--- config.mk ---
export PLATFORM = sky130hd
export DESIGN_NAME = bcd_serial_conv
export DESIGN_NICKNAME = d
export VERILOG_FILES = /design/src/rtl/bcd_serial_conv.sv
export SDC_FILE = /design/constraint.sdc
export NUM_CORES = 1
export LEC_CHECK = 0
export ABC_CLOCK_PERIOD_IN_PS = 4950
export BUFFER_PORTS_ARGS = -buffer_cell sky130_fd_sc_hd__buf_2
export CAP_MARGIN = 20
export CORE_MARGIN = 2
export CORE_UTILIZATION = 65
export CTS_BUF_LIST = sky130_fd_sc_hd__clkbuf_4 sky130_fd_sc_hd__clkbuf_8
export DETAILED_ROUTE_END_ITERATION = 16
export PLACE_DENSITY = 0.86
export SLEW_MARGIN = 15
export SYNTH_ARGS = -nofsm -noshare
export SYNTH_HDL_FRONTEND = slang
export SYNTH_SLANG_ARGS = --single-unit
export TNS_END_PERCENT = 20
--- constraint.sdc ---
create_clock -name clock -period 4.95 [get_ports clock]
set_input_delay 0.2475 -clock clock [delete_from_list [all_inputs] [get_ports clock]]
set_output_delay 0.2475 -clock clock [all_outputs]
set_load 0.02 [all_outputs]
--- src/rtl/bcd_serial_conv.sv ---
// ---------------------------------------------------------------------------
// bcd_serial_conv
// Sequential binary-to-BCD converter (shift-add-3, one input bit per clock)
// feeding the seven-segment display decoder.
//
// Ports:
//   clock     in   system clock, rising edge
//   reset     in   asynchronous active-low reset
//   start     in   one-cycle conversion request, honoured only when idle
//   valor_in  in   WIDTH-bit word, captured on the accepting edge
//   bcd       out  packed BCD, digit 0 (units) in bcd[3:0]
//   neg       out  captured value was negative
//   ovf       out  magnitude does not fit in OUT_DIGITS digits
//   blank     out  per-digit leading-zero suppression mask (bit 0 never set)
//   busy      out  conversion in progress or result being presented
//   done      out  one-cycle pulse, outputs updated
// ---------------------------------------------------------------------------
module bcd_serial_conv #(
    parameter int WIDTH      = 32,
    parameter int INT_DIGITS = 10,
    parameter int OUT_DIGITS = 8,
    parameter int SIGNED     = 1
) (
    input  logic                    clock,
    input  logic                    reset,
    input  logic                    start,
    input  logic [WIDTH-1:0]        valor_in,
    output logic [4*OUT_DIGITS-1:0] bcd,
    output logic                    neg,
    output logic                    ovf,
    output logic [OUT_DIGITS-1:0]   blank,
    output logic                    busy,
    output logic                    done
);

    localparam int BCD_W = 4 * INT_DIGITS;
    localparam int CNT_W = $clog2(WIDTH + 1);
    localparam logic [OUT_DIGITS-1:0] BLANK_RST = {{(OUT_DIGITS-1){1'b1}}, 1'b0};

    typedef enum logic [1:0] {
        ST_IDLE  = 2'd0,
        ST_SHIFT = 2'd1,
        ST_DONE  = 2'd2
    } state_t;

    // Double-dabble correction: any digit >= 5 would carry past 9 after doubling.
    function automatic logic [BCD_W-1:0] add3_all(input logic [BCD_W-1:0] v);
        logic [BCD_W-1:0] r;
        r = v;
        for (int d = 0; d < INT_DIGITS; d++) begin
            if (v[4*d +: 4] >= 4'd5) begin
                r[4*d +: 4] = v[4*d +: 4] + 4'd3;
            end else begin
                r[4*d +: 4] = v[4*d +: 4];
            end
        end
        return r;
    endfunction

    // Any nonzero digit above the displayed range means the value cannot be shown.
    function automatic logic calc_ovf(input logic [BCD_W-1:0] v);
        logic r;
        r = 1'b0;
        for (int d = OUT_DIGITS; d < INT_DIGITS; d++) begin
            r = r | (v[4*d +: 4] != 4'd0);
        end
        return r;
    endfunction

    // Digit i is blanked when it and every higher displayed digit is zero.
    function automatic logic [OUT_DIGITS-1:0] calc_blank(input logic [BCD_W-1:0] v,
                                                         input logic          o);
        logic [OUT_DIGITS-1:0] b;
        logic                  all_zero;
        b        = '0;
        all_zero = 1'b1;
        for (int i = OUT_DIGITS - 1; i >= 1; i--) begin
            all_zero = all_zero & (v[4*i +: 4] == 4'd0);
            b[i]     = all_zero & ~o;
        end
        return b;
    endfunction

    state_t                  state_r, state_nxt_s;
    logic [CNT_W-1:0]        count_r;
    logic [BCD_W-1:0]        bcd_int_r;
    logic [WIDTH-1:0]        mag_r;
    logic                    sign_r;
    logic [BCD_W-1:0]        adj_s;
    logic [BCD_W+WIDTH-1:0]  cat_s;
    logic [WIDTH-1:0]        mag_cap_s;
    logic                    neg_in_s;
    logic                    last_s;
    logic                    busy_nxt_s, done_nxt_s;
    logic [4*OUT_DIGITS-1:0] bcd_r;
    logic                    neg_r, ovf_r, busy_r, done_r;
    logic [OUT_DIGITS-1:0]   blank_r;

    assign neg_in_s  = (SIGNED != 0) && valor_in[WIDTH-1];
    // Negation wraps modulo 2^WIDTH, so the most negative value maps to 2^(WIDTH-1).
    assign mag_cap_s = neg_in_s ? (~valor_in + {{(WIDTH-1){1'b0}}, 1'b1}) : valor_in;
    assign adj_s     = add3_all(bcd_int_r);
    assign cat_s     = {adj_s, mag_r} << 1'b1;
    assign last_s    = (state_r == ST_SHIFT) && (count_r == CNT_W'(WIDTH - 1));

    // State register.
    always_ff @(posedge clock or negedge reset) begin
        if (!reset) begin
            state_r <= ST_IDLE;
        end else begin
            state_r <= state_nxt_s;
        end
    end

    // Next-state logic.
    always_comb begin
        state_nxt_s = state_r;
        case (state_r)
            ST_IDLE: begin
                if (start) begin
                    state_nxt_s = ST_SHIFT;
                end else begin
                    state_nxt_s = ST_IDLE;
                end
            end
            ST_SHIFT: begin
                if (last_s) begin
                    state_nxt_s = ST_DONE;
                end else begin
                    state_nxt_s = ST_SHIFT;
                end
            end
            ST_DONE: state_nxt_s = ST_IDLE;
            default: state_nxt_s = ST_IDLE;
        endcase
    end

    // Output decode from the upcoming state so busy/done can be registered.
    always_comb begin
        busy_nxt_s = 1'b0;
        done_nxt_s = 1'b0;
        case (state_nxt_s)
            ST_IDLE: begin
                busy_nxt_s = 1'b0;
                done_nxt_s = 1'b0;
            end
            ST_SHIFT: begin
                busy_nxt_s = 1'b1;
                done_nxt_s = 1'b0;
            end
            ST_DONE: begin
                busy_nxt_s = 1'b1;
                done_nxt_s = 1'b1;
            end
            default: begin
                busy_nxt_s = 1'b0;
                done_nxt_s = 1'b0;
            end
        endcase
    end

    // Conversion datapath: capture on accept, one shift-add-3 step per SHIFT cycle.
    always_ff @(posedge clock or negedge reset) begin
        if (!reset) begin
            count_r   <= '0;
            bcd_int_r <= '0;
            mag_r     <= '0;
            sign_r    <= 1'b0;
        end else if ((state_r == ST_IDLE) && start) begin
            count_r   <= '0;
            bcd_int_r <= '0;
            mag_r     <= mag_cap_s;
            sign_r    <= neg_in_s;
        end else if (state_r == ST_SHIFT) begin
            count_r   <= count_r + CNT_W'(1);
            bcd_int_r <= cat_s[BCD_W+WIDTH-1:WIDTH];
            mag_r     <= cat_s[WIDTH-1:0];
        end else begin
            count_r   <= count_r;
            bcd_int_r <= bcd_int_r;
            mag_r     <= mag_r;
            sign_r    <= sign_r;
        end
    end

    // Result registers: loaded only from the final shift so no partial value leaks out.
    always_ff @(posedge clock or negedge reset) begin
        if (!reset) begin
            bcd_r   <= '0;
            neg_r   <= 1'b0;
            ovf_r   <= 1'b0;
            blank_r <= BLANK_RST;
            busy_r  <= 1'b0;
            done_r  <= 1'b0;
        end else begin
            busy_r <= busy_nxt_s;
            done_r <= done_nxt_s;
            if (last_s) begin
                bcd_r   <= cat_s[WIDTH +: 4*OUT_DIGITS];
                neg_r   <= sign_r;
                ovf_r   <= calc_ovf(cat_s[BCD_W+WIDTH-1:WIDTH]);
                blank_r <= calc_blank(cat_s[BCD_W+WIDTH-1:WIDTH],
                                      calc_ovf(cat_s[BCD_W+WIDTH-1:WIDTH]));
            end else begin
                bcd_r   <= bcd_r;
                neg_r   <= neg_r;
                ovf_r   <= ovf_r;
                blank_r <= blank_r;
            end
        end
    end

    assign bcd   = bcd_r;
    assign neg   = neg_r;
    assign ovf   = ovf_r;
    assign blank = blank_r;
    assign busy  = busy_r;
    assign done  = done_r;

endmodule
Word-level counts from Yosys, hierarchy flattened
Index checks and enable logic that the tools add are counted.

Logic and storage cells: 89. Flip-flop bits (word level): 124. Output and inout port bits: 44.

Bitwise operators: 16. Mux-type cells: 22. Eq/ne operators: 4. Add/sub/neg operators: 12. Order comparisons: 10. Reductions and logical operators: 14.

Operator list (number): 2-to-1 mux 32 bit (3); 2-to-1 mux 40 bit (2); greater-or-equal comparator 4 x 3 -> 1 bit, second input constant (10); adder 4 x 2 -> 4 bit, second input constant (9); 2-to-1 mux 4 bit (9); adder 32 x 1 -> 32 bit, second input constant (1); NOT 32 bit (1); logical NOT 4 bit (7); AND 1 bit (13); 2-to-1 mux 6 bit (2); nonzero test 4 bit (2); adder 6 x 1 -> 6 bit, second input constant (1); equality test 6 x 5 -> 1 bit, second input constant (1); equality test 2 x 1 -> 1 bit, second input constant (2); one-hot mux 2 bit (2 select lines) (1); adder 3 x 2 -> 3 bit, second input constant (1); 2-to-1 mux 1 bit (3); 2-to-1 mux 3 bit (1); equality test 2 bit, second input constant (1); logical AND 1 bit (2); logical NOT 2 bit (1); 2-to-1 mux 2 bit (1); nonzero test 2 bit (1); OR reduction 2 bit (1); 2 further kinds (2).

Logic depth before layout (Yosys ltp)
Depth in word-level cells: 10. Depth in mapped cells: 8.

Worst setup path after synthesis
OpenSTA, ideal clock, no wires.

Path type: input-to-reg. Start: input port valor_in[24]. End: register mag_r[31]. Cell stages on the path: 5. Setup time: 77 ps. Data arrival time: 2049 ps. Data required time: 4873 ps. Slack: 2824 ps. Path buffers: 0. Path through: or4_4 or4_4 or3_1 or4_1 a21oi_1.

Longest elaborated chain between the ends: 4.

RTL lines: start, declared (RTL line 27) `input logic [WIDTH-1:0] valor_in,`; NOT 32 bit (RTL line 101) `assign mag_cap_s = neg_in_s ? (~valor_in + {{(WIDTH-1){1'b0}}, 1'b1}) : valor_in;`; adder 32 x 1 -> 32 bit (RTL line 101); 2-to-1 mux 32 bit (RTL line 101); 2-to-1 mux 32 bit (RTL line 169) `end else if ((state_r == ST_IDLE) && start) begin`; end signal, assigned (RTL line 172) `mag_r <= mag_cap_s;`; end signal, assigned (RTL line 177) `mag_r <= cat_s[WIDTH-1:0];`; end signal, assigned (RTL line 181) `mag_r <= mag_r;`; end, declared (RTL line 87) `logic [WIDTH-1:0] mag_r;`.

No other way between the ends. A chain may end at the register's enable or synchronous reset.

Final worst setup path
Start: register bcd_int_r[32]. End: register blank_r[4], in the netlist blank[4].

Longest elaborated chain between the ends: 6. Elaborated cells on any way between the ends: 8.

RTL lines: start, declared (RTL line 86) `logic [BCD_W-1:0] bcd_int_r;`; start signal, assigned (RTL line 176) `bcd_int_r <= cat_s[BCD_W+WIDTH-1:WIDTH];`; start signal, assigned (RTL line 180) `bcd_int_r <= bcd_int_r;`; adder 4 x 2 -> 4 bit or greater-or-equal comparator 4 x 3 -> 1 bit (tied branches) (RTL line 52, 51); 2-to-1 mux 4 bit * (RTL line 51) `if (v[4*d +: 4] >= 4'd5) begin`; nonzero test 4 bit (RTL line 65) `r = r | (v[4*d +: 4] != 4'd0);`; OR 1 bit * (RTL line 65); NOT 1 bit * (RTL line 79) `b[i] = all_zero & ~o;`; AND 1 bit * (RTL line 79); end signal, assigned (RTL line 202) `blank_r <= calc_blank(cat_s[BCD_W+WIDTH-1:WIDTH],`; end signal, assigned (RTL line 208) `blank_r <= blank_r;`; end, declared (RTL line 97) `logic [OUT_DIGITS-1:0] blank_r;`.

Every way passes the cells marked *; elsewhere a longest branch is shown, timed or not.

==> impl.org <==
** Synthesis
- The share of the Yosys chip area taken by registers is 0.474.
- Summing every instance area after synthesis gives ~6600 um^2.
- Counting every instance in the synthesized netlist gives 701.
- Post-synth EDFFs :: 0
- Number of warnings reported in the yosys synthesis log :: 0
- Of all flip-flops after synthesis, the portion carrying an async set or reset was 1.00.
- Synth Register Bits :: around 120
- Averaged over all synthesized cells, the footprint is ~9.4 um^2.
- Synthesized net count :: about 760
- Synthesis instantiated 47 different standard cells from the library.
- Most used DFF post-synth :: sky130_fd_sc_hd__dfrtp_1

** Outcome
- The run finished with clean final reports.

** Setup path
- In this run the worst path has a maximum fanout of 5.
- For the worst flop-to-flop path, the logic depth is 8.
- Startpoint of the most critical register-to-register path :: bcd_int_r[32]
- Worst setup endpoint :: blank[4]
- Worst Setup Path Type :: flip-flop to flip-flop
- The endpoint identified for the worst register-to-register timing path is blank[4].
- The most critical setup path has its startpoint at bcd_int_r[32].
- Kind of capture point of the worst setup path :: flip-flop
- Across all register-to-register paths, the minimum setup slack is between 2 and 2.5 ns.
- Data arrives at the worst endpoint at approximately 3.2 ns.
- STA classifies the critical path startpoint as a flip-flop.
- For the worst setup path, the data required time is around 5.3 ns.

** Global routing
- Via count of the first global-routing pass :: 5594
- Maximum number of pins on one net before global-route repair :: 80
- All-layer global routing usage :: 0.300
- The first global-routing pass estimated 26400 um of wire.
- The number of antenna violations at the first check in global routing was 0.
- After global routing the overflow that remains totals 0.

** Final layout
- Share of cells above drive strength 1 :: 0.174
- The library cell used most frequently in the layout, excluding fill and tap cells, is sky130_fd_sc_hd__o21ai_0.
- Layout Nets :: 824
- In the layout the commonest cells are sky130_fd_sc_hd__o21ai_0 (121), sky130_fd_sc_hd__dfrtp_1 (117), sky130_fd_sc_hd__nand2_1 (81), sky130_fd_sc_hd__buf_2 (76), sky130_fd_sc_hd__nand3_1 (39).
- Antenna fix cells :: 0
- Final Non-Filler Cells :: 910
- Number of filler instances in the final layout :: about 660
- Syn-to-layout area delta :: 14.4%

** Clock tree
- Clock transition at the registers of the reported paths :: around 0.07 ns
- Number of buffers inserted to repair setup after CTS :: 0
- Count of cells resized by post-cts repair :: 0
- Clock buffer count from CTS :: 17
- Latest clock arrival within the worst-skew pair :: ~0.44 ns
- TritonCTS built the clock tree.
- CTS H-tree lvls :: 4
- Counting along the longest clock path gives a buffer depth of 2.
- The cell sitting at the root of the clock tree is a sky130_fd_sc_hd__clkbuf_8.
- Clk sink count :: 124

** Pwr
- Int Pwr :: 2.86 mW
- Combinational cell fraction of total power :: 0.425
- Peak supply drop :: about 290 uV
- Total leakage power :: 3.42 nW
- Clock share of power :: 0.215
- Sequential cell fraction of total power :: 0.359
- In this run the power spent charging and discharging nets is between 1.5 and 2 mW.
- Switching part of the total :: 0.411
- Total power density per cell area :: 645 nW/um^2

** STA
- Number of slew-limit violations in the final report :: 0
- Slew Limit Headroom :: 0.456
- RSZ-0062 raised after global routing :: false
- Setup violations remaining at the end of the flow were counted as 0.
- Setup total negative slack on the finished layout was measured at 0 ns.
- For this run, the top clock speed supported by timing is 0.355 GHz.
- At the pin with the least slew margin, the transition time is between 0.8 and 0.9 ns.
- Fin. Hold Viols :: 0
- Share of the clock period used by the worst path after layout :: 0.569
- Subtracting the final worst setup slack from the clock period gives ~2.8 ns.
- Clock Skew :: 0.00992 ns

** Detailed routing
- DR DRC count :: 0
- Before antenna repair, the detailed router went through 7 iterations.
- For this block, the initial DRC count from the detailed router was 422.
- For this block, the routed nets add up to 15500 um of wire.
- For this block, the via count after detailed routing is roughly 5600.
- In this run the remaining antenna-violating nets after routing total 0.
- Via density per instance :: 6.12
- After detailed routing, the average wire length per cell comes to roughly 17 um.

** Floorplanning
- In this run the horizontal extent of the chip is 105 um.
- Number of placed I/O pins :: 79
- In this run the vertical extent of the chip is between 100 and 150 um.
- DIE AREA :: about 11000 um^2
- After floorplanning, the core was sized to cover slightly below 10000 um^2.
- The initial utilization of the core area, before any placement, comes to 0.672.
- Row generation in the floorplan step produced 36 rows.

** Place
- The HPWL after detailed placement is around 10000 um.
- Total of buffers placed on input and output ports :: between 70 and 80
- Instance count after placement with tap cells included :: about 880
- Routability congestion estimate from global placement :: roughly 0.8

** Flow run
- Max-cap violations in this run came to 0.

** Worst hold path
- The min-delay analysis places its worst path in the category input port to flip-flop.
-- Yosys cell counts (all sizes together) (4+ instances only) --
library cell | number | share of area
a32o | 8 | 0.012
mux2i | 11 | 0.017
dfrtp | 117 | 0.45
ha | 23 | 0.044
a22oi | 28 | 0.032
nand2b | 11 | 0.010
o41ai | 5 | 0.0067
o21ai | 121 | 0.092
o31ai | 18 | 0.021
nor2 | 17 | 0.0097
buf | 7 | 0.0051
nand2 | 83 | 0.047
inv | 30 | 0.017
mux2 | 5 | 0.0086
nand3b | 6 | 0.0069
or4 | 4 | 0.0057
clkbuf | 31 | 0.018
nor3 | 6 | 0.0046
nand4 | 5 | 0.0048
dfstp | 7 | 0.028
nor2b | 4 | 0.0038
nand3 | 39 | 0.030
nor3b | 17 | 0.019
a21oi | 30 | 0.023
xor2 | 28 | 0.037
xnor2 | 11 | 0.015
-- routing by layer --
| layer | part of all wire | vias up | global-route usage |
|---|---|---|---|
| met4 | 0.027 | 0 | 0.126 |
| met3 | 0.057 | 44 | 0.0564 |
| li1 | - | 2646 | - |
| met1 | 0.41 | 2675 | 0.386 |
| met5 | 0 | - | 0 |
| met2 | 0.51 | 202 | 0.498 |
-- how the worst min path moves through the flow --
stage	startpoint	to	slack, ns	depth (start not counted)
after global routing	valor_in[15]	mag_r[15]	0.14	3
after floorplan	reset	bcd[0]	-0.05	0
final	valor_in[12]	mag_r[12]	0.12	3
after CTS	valor_in[12]	mag_r[12]	0.11	3
after global placement	reset	bcd[22]	0.36	1
after detailed placement	reset	bcd[20]	0.37	1
-- state kept, by name (all words and copies together) (netlist names) --
name       flops
state_r        2
busy           1
blank          7
neg            1
bcd_int_r     40
mag_r         32
bcd           32
count_r        6
ovf            1
sign_r         1
done           1
-- cells by family after synthesis --
family                     synth area share
AOI/OAI and AO/OA                     0.204
xor gates and xnor gates             0.0520
adders and majority gates            0.0438
buffers and inverters                0.0400
DFF                                   0.474
muxes                                0.0253
other                              0.000571
and+or+nand+nor                       0.161
-- area by class of cell --
cell class / count / area (um^2) / area share
Multi-Input combinational cell: 509 / 3200 / 0.426
Sequential cell: 124 / 3110 / 0.414
Timing Repair Buffer: 84 / 455 / 0.0606
Clock buffer: 23 / 304 / 0.0405
Tap cell: 133 / 166 / 0.0221
Clock inverter: 7 / 160 / 0.0213
Inverter: 30 / 113 / 0.0150
-- worst max-delay path, stage by stage, from the launching register on --
cell and delay, ns:
sky130_fd_sc_hd__dfrtp_1 0.43, sky130_fd_sc_hd__inv_1 0.14, sky130_fd_sc_hd__ha_1 0.22, sky130_fd_sc_hd__nand2b_1 0.08, sky130_fd_sc_hd__a21oi_1 0.36, sky130_fd_sc_hd__mux2i_1 0.25
sky130_fd_sc_hd__nand4_1 0.26, sky130_fd_sc_hd__nor4_1 0.76, sky130_fd_sc_hd__a22o_1 0.25
-- power by group through the flow --
stage | Combinational (mW) | Clock (mW) | Sequential, mW
floorplan | 1.44 | 0 | 1.74
global placement | 1.89 | 0 | 1.71
detailed placement | 2.02 | 0 | 1.74
CTS | 2.05 | 1.05 | 1.73
global route | 2.31 | 1.10 | 1.79
finish | 2.06 | 1.04 | 1.74
-- per-stage QoR --
| stage | hold slack [ns] | area, um^2 | utilization | setup WS [ns] | power (mW) |
|---|---|---|---|---|---|
| final | 0.123 | 7510 | 0.769 | 2.13 | 4.85 |
| after global placement | 0.364 | 7020 | 0.718 | 2.44 | 3.61 |
| after floorplan | -0.0481 | 6570 | - | 2.82 | 3.18 |
| after global routing | 0.143 | 7510 | 0.769 | 1.94 | 5.20 |
| after CTS | 0.110 | 7490 | 0.767 | 2.21 | 4.84 |
| after detailed placement | 0.367 | 7020 | 0.718 | 2.27 | 3.76 |
-- repair_timing --
item	in CTS	in global routing
hold buffers	1	0
setup endpoints to repair	0	0
hold endpoints to repair	59	0
Note: power is estimated with default switching activity, not from simulation.
